File: src/rtl/button_conditioner.sv
// Push-button front end: per-channel synchroniser, debounce FSM and edge/hold pulse generation.
// Outputs a clean level plus one-cycle press, release and long-hold pulses for each channel.
module button_conditioner #(
    parameter int unsigned N_BTN           = 3,
    parameter int unsigned SYNC_STAGES     = 2,
    parameter int unsigned DEBOUNCE_CYCLES = 10000,
    parameter int unsigned CNT_W           = 14,
    parameter int unsigned HOLD_CYCLES     = 1000000,
    parameter int unsigned HOLD_W          = 20
) (
    input  logic             clk,
    input  logic             res,
    input  logic [N_BTN-1:0] btn_raw,
    output logic [N_BTN-1:0] btn_level,
    output logic [N_BTN-1:0] btn_press,
    output logic [N_BTN-1:0] btn_release,
    output logic [N_BTN-1:0] btn_hold
);

    localparam longint unsigned DC_LIMIT = 64'd1 << CNT_W;
    localparam longint unsigned HC_LIMIT = 64'd1 << HOLD_W;

    if (SYNC_STAGES < 2) begin : gen_err_sync
        $error("SYNC_STAGES must be at least 2");
    end
    if (DEBOUNCE_CYCLES < 1) begin : gen_err_deb
        $error("DEBOUNCE_CYCLES must be at least 1");
    end
    if (longint'(DEBOUNCE_CYCLES) > DC_LIMIT) begin : gen_err_cnt_w
        $error("CNT_W too narrow for DEBOUNCE_CYCLES-1");
    end
    if (longint'(HOLD_CYCLES) > HC_LIMIT) begin : gen_err_hold_w
        $error("HOLD_W too narrow for HOLD_CYCLES-1");
    end

    localparam logic [CNT_W-1:0] DC_MAX =
        CNT_W'(DEBOUNCE_CYCLES > 0 ? DEBOUNCE_CYCLES - 1 : 0);
    localparam logic [HOLD_W-1:0] HC_MAX =
        HOLD_W'(HOLD_CYCLES > 0 ? HOLD_CYCLES - 1 : 0);
    localparam bit HOLD_EN = (HOLD_CYCLES != 0);

    typedef enum logic [1:0] {
        StLow,
        StWaitHigh,
        StHigh,
        StWaitLow
    } state_t;

    logic [SYNC_STAGES-1:0] sync_q [N_BTN];
    logic [N_BTN-1:0]       s;
    state_t                 state_q [N_BTN];
    logic [CNT_W-1:0]       dcnt_q [N_BTN];
    logic [HOLD_W-1:0]      hcnt_q [N_BTN];
    logic [N_BTN-1:0]       hold_done_q;

    always_ff @(posedge clk) begin
        for (int i = 0; i < N_BTN; i++) begin
            if (res) begin
                sync_q[i] <= '0;
            end else begin
                sync_q[i] <= {sync_q[i][SYNC_STAGES-2:0], btn_raw[i]};
            end
        end
    end

    always_comb begin
        s = '0;
        for (int i = 0; i < N_BTN; i++) begin
            s[i] = sync_q[i][SYNC_STAGES-1];
        end
    end

    always_ff @(posedge clk) begin
        if (res) begin
            btn_level   <= '0;
            btn_press   <= '0;
            btn_release <= '0;
            btn_hold    <= '0;
            hold_done_q <= '0;
            for (int i = 0; i < N_BTN; i++) begin
                state_q[i] <= StLow;
                dcnt_q[i]  <= '0;
                hcnt_q[i]  <= '0;
            end
        end else begin
            btn_press   <= '0;
            btn_release <= '0;
            btn_hold    <= '0;
            for (int i = 0; i < N_BTN; i++) begin
                unique case (state_q[i])
                    StLow: begin
                        if (s[i]) begin
                            state_q[i] <= StWaitHigh;
                            dcnt_q[i]  <= '0;
                        end
                    end
                    StWaitHigh: begin
                        if (!s[i]) begin
                            state_q[i] <= StLow;
                        end else if (dcnt_q[i] == DC_MAX) begin
                            state_q[i]   <= StHigh;
                            btn_level[i] <= 1'b1;
                            btn_press[i] <= 1'b1;
                            hcnt_q[i]    <= '0;
                        end else begin
                            dcnt_q[i] <= dcnt_q[i] + CNT_W'(1);
                        end
                    end
                    StHigh: begin
                        if (!s[i]) begin
                            state_q[i] <= StWaitLow;
                            dcnt_q[i]  <= '0;
                        end
                        // Hold timer only advances in StHigh, so it freezes across a WAIT_LOW bounce.
                        if (HOLD_EN && !hold_done_q[i]) begin
                            if (hcnt_q[i] == HC_MAX) begin
                                btn_hold[i]    <= 1'b1;
                                hold_done_q[i] <= 1'b1;
                            end else begin
                                hcnt_q[i] <= hcnt_q[i] + HOLD_W'(1);
                            end
                        end
                    end
                    StWaitLow: begin
                        if (s[i]) begin
                            state_q[i] <= StHigh;
                        end else if (dcnt_q[i] == DC_MAX) begin
                            state_q[i]     <= StLow;
                            btn_level[i]   <= 1'b0;
                            btn_release[i] <= 1'b1;
                            hold_done_q[i] <= 1'b0;
                        end else begin
                            dcnt_q[i] <= dcnt_q[i] + CNT_W'(1);
                        end
                    end
                    default: state_q[i] <= StLow;
                endcase
            end
        end
    end

endmodule

File: config.mk
export PLATFORM = sky130hd
export DESIGN_NAME = button_conditioner
export DESIGN_NICKNAME = d
export VERILOG_FILES = /design/src/rtl/button_conditioner.sv
export SDC_FILE = /design/constraint.sdc
export NUM_CORES = 1
export LEC_CHECK = 0
export CAP_MARGIN = 20
export CORE_MARGIN = 2
export CORE_UTILIZATION = 55
export CTS_CLUSTER_DIAMETER = 150
export DETAILED_ROUTE_END_ITERATION = 7
export PLACE_DENSITY = 0.72
export SYNTH_ARGS = -nofsm -noshare
export SYNTH_HDL_FRONTEND = slang
export SYNTH_SLANG_ARGS = --single-unit
File: constraint.sdc
create_clock -name clk -period 8.25 [get_ports clk]
set_clock_uncertainty 0.2 [all_clocks]
set_input_delay 0.825 -clock clk [delete_from_list [all_inputs] [get_ports clk]]
set_output_delay 0.825 -clock clk [all_outputs]
set_load 0.02 [all_outputs]
## Yosys cells after proc, flatten, opt, wreduce, memory -nomap -nowiden

Memories as Yosys holds them, arrays and structs flattened.
Cells that the tools add are included.

- Bitwise gates (word level): 42
- Reductions and logical operators: 18
- Add/sub/neg operators: 6
- Equal/unequal tests: 27
- Mux-type cells: 177

Operators by type and width:

| kind | number |
|---|---|
| 14-bit two-way mux | 12 |
| 1-bit two-way mux | 132 |
| 20-bit two-way mux | 6 |
| 20-bit by 1-bit adder with 20-bit output (second input constant) | 3 |
| 20-bit == test (second input constant) | 3 |
| 14-bit by 1-bit adder with 14-bit output (second input constant) | 3 |
| 14-bit == test (second input constant) | 3 |
| 2-bit two-way mux | 21 |
| 1-bit bitwise OR | 39 |
| 2-bit inequality test (second input constant) | 12 |
| 5-bit AND reduction | 3 |
| 2-bit == test (second input constant) | 6 |
| 1-bit one-hot mux with 2 select lines | 6 |
| 2-bit nonzero test | 6 |
| 3-bit AND reduction | 3 |
| 3-bit OR reduction | 3 |
| 2-bit by 1-bit == test with 1-bit output (second input constant) | 3 |
| 2-bit logical NOT | 3 |
| 1-bit inverter | 3 |

- Register bits: 15
- Input port bits: 5
- Output and inout port bits: 12
- Word-level logic and storage cells: 285
- Memories: 4
- Bits in writable memories: 114

Memory list:

| name | words | width | rd ports | clocked after Yosys merged registers in | write ports | RTL line | RTL |
|---|---|---|---|---|---|---|---|
| hcnt_q | 3 | 20 | 3 | 0 | 3 | 53 | `logic [HOLD_W-1:0] hcnt_q [N_BTN];` |
| dcnt_q | 3 | 14 | 3 | 0 | 3 | 52 | `logic [CNT_W-1:0] dcnt_q [N_BTN];` |
| state_q | 3 | 2 | 3 | 0 | 3 | 51 | `state_t state_q [N_BTN];` |
| sync_q | 3 | 2 | 3 | 0 | 3 | 49 | `logic [SYNC_STAGES-1:0] sync_q [N_BTN];` |

## Depth between registers and ports, before layout

Gate-level depths: netlist of the first run.

- Depth in word-level cells: 10
- Gate-level depth with buffers: 7
- Gate-level depth less buffers: 5

## Worst setup path before layout of the first run

OpenSTA, ideal clock, no wires.

- Kind: register to register
- Start: mem dcnt_q[0][7]
- End: mem hcnt_q[0][0] (enable)
- Required time: 7.647 ns
- Buffers on the path: 0
- Clock period less this slack: 3.232 ns
- Slack: 5.018 ns
- Data arrival time: 2.629 ns
- Stages on the path, launching flop included: 5
- Library setup time: 0.403 ns
- Cells stage by stage: edfxtp_1 or4b_4 nor4_4 nand3_1 o211ai_1

RTL lines:

| item | RTL line |
|---|---|
| start: declaration | 52 |
| end: declaration | 53 |

==> results of run 1 <==
registers in the layout, indices dropped and copies added, names as in the netlist:
register,count
btn_hold,3
btn_level,3
btn_press,3
btn_release,3
dcnt_q,42
hcnt_q,60
hold_done_q,3
state_q,6
sync_q,6
worst min-delay path by stage:
stage,startpoint,end,slack [ps],cells past startpoint
detailed placement,sync_q[1][0],sync_q[1][1],230,1
CTS,sync_q[1][0],sync_q[1][1],240,1
floorplan,sync_q[0][0],sync_q[0][1],210,1
global route,sync_q[1][0],sync_q[1][1],260,1
global placement,sync_q[1][0],sync_q[1][1],220,1
finish,sync_q[1][0],sync_q[1][1],240,1
cell families after synthesis:
| kind of cell | synth area share [%] |
|---|---|
| buffers and inverters | 3.415 |
| AND/OR/NAND/NOR | 25.61 |
| adder cells (fa/ha/maj) | 1.078 |
| AO/OA/AOI/OAI | 7.962 |
| XOR/XNOR | 9.310 |
| flip-flops | 52.62 |
per-layer routing:
layer / vias to the layer above / routed length, um / GRT usage, %
li1: 2501 / - / -
met1: 2426 / 6259 / 28.47
met2: 99 / 6581 / 35.00
met3: 19 / 479 / 4.930
met4: 0 / 227 / 7.619
met5: - / 0 / 0
layout make-up:
cell class	count	area [sq um]	share of cell area [%]
flip-flops and latches	129	3664	46.78
inverters	21	78.83	1.007
multi-input cells	493	3065	39.14
well taps	172	215.2	2.748
clock buffers	20	456.7	5.832
clock inverters	11	161.4	2.061
repair buffers	20	190.2	2.428
worst reg2reg max path: stages (launching register included):
cell and delay, ps:
edfxtp_1 430, or4b_2 710, nor4b_2 340, a21bo_2 470, nand3_1 770
power by group through the flow:
stage	Sequential [uW]	Clock (uW)	Combinational (uW)
3_5_place_dp	1030	0	352
4_1_cts	1020	794	356
5_1_grt	1050	822	398
6_report	1030	784	354
3_3_place_gp	1020	0	340
2_1_floorplan	969	0	323
through the flow:
| step | power, uW | hold slack [ps] |
|---|---|---|
| after floorplan | 1292 | 213.8 |
| after CTS | 2174 | 238.6 |
| after global placement | 1365 | 222.9 |
| after detailed placement | 1385 | 226.1 |
| after global routing | 2272 | 258.7 |
| final | 2164 | 236.5 |
placed cells by master, fill, tap and decap left out, drive strengths merged, types with 3 or more instances in the layout:
| cell | n |
|---|---|
| or4b | 7 |
| ha | 6 |
| bufinv | 4 |
| dfxtp | 21 |
| nor3 | 13 |
| clkinv | 4 |
| or2 | 4 |
| nand4 | 31 |
| clkdlybuf4s50 | 16 |
| nor2b | 8 |
| or4 | 11 |
| nor3b | 4 |
| clkinvlp | 3 |
| and3 | 9 |
| nor2 | 97 |
| nor4 | 15 |
| clkbuf | 20 |
| o211ai | 7 |
| nand3 | 45 |
| xor2 | 42 |
| and4 | 9 |
| nand2 | 38 |
| nand4b | 3 |
| and2 | 8 |
| buf | 4 |
| o21ai | 17 |
| inv | 21 |
| xnor2 | 32 |
| edfxtp | 108 |
| o31ai | 10 |
| a21oi | 30 |
| or3 | 20 |
==> run_results.csv, run 1 <==
group,metric,value,unit
floorplan,coreArea,12470,sq um
status,status,"completed",
setup_path,timing.rr.end,"hcnt_q[2][17]",
global_routing,grt_pass1_wl,22.98,mm
floorplan,die_y,116.5,um
setup_path,critPathLaunch,"hcnt_q[2][7]",
clock_tree,clockBufferDepth,2,
logic_synthesis,synth_edf_count,108,
timing,fmax,291.2,MHz
floorplan,dieArea,13570,sq um
cells_and_area,fin_nets,693,
timing,min_period_over_period,41.62,%
clock_tree,cts-root-buf,"clkbuf_16",
clock_tree,cts.clk_slew.worst_paths,50,ps
setup_path,cpLargestDelayFamily,"simple AND/OR/NAND/NOR gates",
placed_design,hpwl,8.915,mm
job,cap_viol_max_count,0,
route,drt_iter0_drc,352,
clock_tree,cts_sinks,129,
floorplan,initial_core_util,55.85,%
pwr,ir_worst_vdd,0.2312,mV
setup_path,critical_path_depth,4,
logic_synthesis,synth_commonest_cells,"edfxtp_1 (108), nor2_1 (97), nand3_1 (43), xor2_1 (42), nand2_1 (38)",
timing,slew_violations,0,
pwr,cellLeakagePower,0.002506,uW
pwr,power.net_switching,635.9,uW
route,vias,5045,
global_routing,grt_max_degree,35,
logic_synthesis,ys_types,57,
cells_and_area,final_cell_area,7831,sq um
route,firstDrtPassIters,5,
placed_design,place_ws,4575,ps
timing,timing.final.crit_period,3434,ps
clock_tree,clk_latency,410,ps
setup_path,crit_buf_inv,0,
route,wl_per_cell,15.64,um
clock_tree,htreeDepth,4,
pwr,combPwrFrac,16.4,%
setup_path,worst_setup_path_end_kind,"flop",
clock_tree,cts_resized,0,
global_routing,antenna_found_initial,0,
clock_tree,numCtsBuffers,17,
setup_path,reg2reg_from,"hcnt_q[2][7]",
logic_synthesis,synth.yosys.seq_area_share,52.62,%
setup_path,endpoint,"hcnt_q[2][17]",
timing,tns,0,ps
pwr,power_density,276.4,nW/um^2
pwr,seqPwrFrac,47.4,%
placed_design,placed_cell_area,7213,sq um
timing,slew_headroom,37.12,%
global_routing,grtUsageTotal,21.51,%
pwr,sw_frac_of_total,29.38,%
floorplan,io_pins,17,
cells_and_area,nFillCells,987,
route,drt_wl_total,13.55,mm
cells_and_area,drive_above_1_share,7.493,%
logic_synthesis,avgSynthCellArea,10.30,sq um
setup_path,cp_cell_sequence,"or4b_2 -> nor4b_2 -> a21bo_2 -> nand3_1",
cells_and_area,final_util,62.82,%
timing,worstMarginPinSlew,940.6,ps
logic_synthesis,synth_top_area_share,46.59,%
setup_path,slowest_stage,"nand3_1",
logic_synthesis,synth_area_leader_cell,"edfxtp_1",
cells_and_area,area_delta_synth_final,12.49,%
logic_synthesis,synth_area_leaders,"edfxtp_1 (47%), dfxtp_1 (6.0%), xor2_1 (5.3%)",
route,drc,0,
setup_path,cpPeakStageDelay,770,ps
logic_synthesis,netlist_area,6962,sq um
clock_tree,hold_buffers,0,
route,vias_per_cell,5.826,
timing,fin_ws,4816,ps
logic_synthesis,synthCells,676,
hold_path,hold_path.class,"reg2reg",
logic_synthesis,yosys_warnings,0,
timing,setup-violations-final,0,
setup_path,worst_ep_required_time,7950,ps
setup_path,crit_arrival,3130,ps
timing,rsz0062_at_grt,"false",
placed_design,gp_congestion,0.8290,
global_routing,overflow,0,
logic_synthesis,ys_ff_latch,129,
setup_path,critical_path.max_fanout,21,
setup_path,critPathKind,"reg2reg",
setup_path,r2r_slack,4820,ps
cells_and_area,final_cells,866,
setup_path,ff2ff_path_depth,4,
floorplan,num_rows,41,
cells_and_area,diodes,0,
route,ant_nets,0,
timing,hold_viol,0,
global_routing,grt_pass1_vias,4854,
floorplan,die_w,116.5,um
logic_synthesis,synth_async_sr_flop_share,0,%
logic_synthesis,synthFlopType,"edfxtp_1",
pwr,pwr-share-clk,36.2,%
pwr,power.internal,1529,uW
placed_design,place_inst,835,
logic_synthesis,syn-num-nets,687,
placed_design,port_buffers,16,
clock_tree,cts_tree,"done",
clock_tree,post_cts_buffers,0,
logic_synthesis,synthMostInstantiatedCell,"edfxtp_1",
setup_path,worstSetupStartpointType,"flop",
No activity file was read; power rests on OpenSTA's default activity.
==> run 2, diff against run 1 <==
==> constraint.sdc (replaced) <==
create_clock -name clk -period 3.3 [get_ports clk]
set_clock_uncertainty 0.2 [all_clocks]
set_input_delay 0.33 -clock clk [delete_from_list [all_inputs] [get_ports clk]]
set_output_delay 0.33 -clock clk [all_outputs]
set_load 0.02 [all_outputs]
==> run_results.csv, run 2 (same netlist as run 1, synthesis figures left out) <==
group,metric,value,unit
timing,timing.final.crit_period,2798,ps
cells_and_area,final_cell_mix,"edfxtp_1 (108), nor2_1 (97), nand3_1 (43)",
cells_and_area,top_regs,"hcnt_q (60), dcnt_q (42)",
clock_tree,cts_tree,"done",
route,drc,0,
timing,slew_violations,0,
timing,setup-violations-final,0,
timing,worstMarginPinSlew,579.9,ps
cells_and_area,final_common_cell,"edfxtp_1",
setup_path,worst_setup_path_end_kind,"flop",
placed_design,gp_congestion,0.8638,
floorplan,num_rows,41,
global_routing,grtUsageTotal,21.44,%
placed_design,hpwl,9.036,mm
route,vias,5163,
setup_path,critPathKind,"reg2reg",
job,cap_viol_max_count,0,
global_routing,antenna_found_initial,0,
cells_and_area,drive_above_1_share,8.393,%
clock_tree,cts_sinks,129,
route,drt_wl_total,13.43,mm
timing,hold_viol,0,
pwr,cellLeakagePower,0.002549,uW
route,vias_per_cell,5.901,
setup_path,crit_arrival,2700,ps
placed_design,port_buffers,16,
route,firstDrtPassIters,5,
global_routing,grt_max_degree,21,
pwr,power_density,682.3,nW/um^2
clock_tree,cts.clk_slew.worst_paths,50,ps
setup_path,critical_path.max_fanout,20,
global_routing,overflow,0,
clock_tree,cts_resized,0,
route,wl_per_cell,15.35,um
pwr,ir_worst_vdd,0.4313,mV
floorplan,coreArea,12470,sq um
floorplan,die_w,116.5,um
setup_path,worst_ep_required_time,3200,ps
timing,tns,0,ps
floorplan,dieArea,13570,sq um
route,ant_nets,0,
pwr,p_total,5376,uW
cells_and_area,area_delta_synth_final,13.19,%
cells_and_area,nFillCells,998,
clock_tree,clk_latency,420,ps
global_routing,grt_pass1_wl,22.80,mm
timing,min_period_over_period,84.78,%
clock_tree,post_cts_buffers,0,
floorplan,initial_core_util,55.85,%
floorplan,io_pins,17,
clock_tree,cts-root-buf,"clkbuf_16",
clock_tree,htreeDepth,4,
global_routing,grt_pass1_vias,4952,
route,drt_iter0_drc,502,
floorplan,die_y,116.5,um
cells_and_area,fin_nets,701,
hold_path,hold_path.class,"reg2reg",
cells_and_area,largest_register_ff_count,60,
clock_tree,numCtsBuffers,17,
timing,rsz0062_at_grt,"false",
timing,fmax,357.4,MHz
cells_and_area,diodes,0,
clock_tree,clockBufferDepth,2,
cells_and_area,largest-register,"hcnt_q",
timing,slew_headroom,60.99,%
clock_tree,hold_buffers,0,
setup_path,worstSetupStartpointType,"flop",
status,status,"completed",
==> run 2: cell count changes in the layout (fill, tap and decap cells not counted), sizes merged <==
cell      before  now
bufinv         4    2
clkinv         4    2
buf            4   12
clkbuf        20   28
clkinvlp       3    0
==> run 2: area by class of cell <==
type	instances	area (sq um)	share of cell area, %
Sequential cell	129	3664	46.49
Multi-Input combinational cell	493	3065	38.90
Clock buffer	28	536.8	6.812
Timing Repair Buffer	28	250.2	3.176
Tap cell	172	215.2	2.731
Inverter	21	78.83	1.000
Clock inverter	4	70.07	0.8892
==> run 2: stage by stage <==
stage / instances / utilization (%) / worst slack (ps) / hold WS, ps / area, sq um
after floorplan: 676 / - / 67.63 / 213.8 / 6962
after global placement: 843 / 58.35 / 648.4 / 226.2 / 7273
after detailed placement: 843 / 58.35 / 540.5 / 222.6 / 7273
after CTS: 875 / 63.21 / 511.0 / 235.1 / 7880
after global routing: 875 / 63.21 / 333.4 / 260.2 / 7880
final: 875 / 63.21 / 502.1 / 234.9 / 7880
==> run 2: final timing paths <==
kind / startpoint / end / cells after the start / slack, ps
max: dcnt_q[2][6] / hcnt_q[2][12] / 5 / 500
min: sync_q[1][0] / sync_q[1][1] / 1 / 230
max reg2reg: dcnt_q[2][6] / hcnt_q[2][12] / 5 / 500
min reg2reg: sync_q[1][0] / sync_q[1][1] / 1 / 230
==> run 2: critical path, cell delays in order, from the launching register on <==
cell and delay [ps]:
edfxtp_1 480, or4b_1 640, nor4_1 570, nand4_1 190, nand3_1 120, buf_4 290
==> run 2: report_power, final <==
part | switching (uW) | internal (uW) | total, uW
sequential | 395 | 2170 | 2570
clock | 659 | 1250 | 1910
combinational | 531 | 370 | 901
==> run 2: per-layer routing <==
layer  track usage (%)  routed length, um  part of all wire, %  vias to the layer above
li1                  -                  -                    -                     2528
met3             5.656                560                  4.2                       25
met4             8.730                307                  2.3                        0
met5                 0                  0                    0                        -
met2             33.80               6343                   47                      131
met1             28.37               6222                   46                     2479
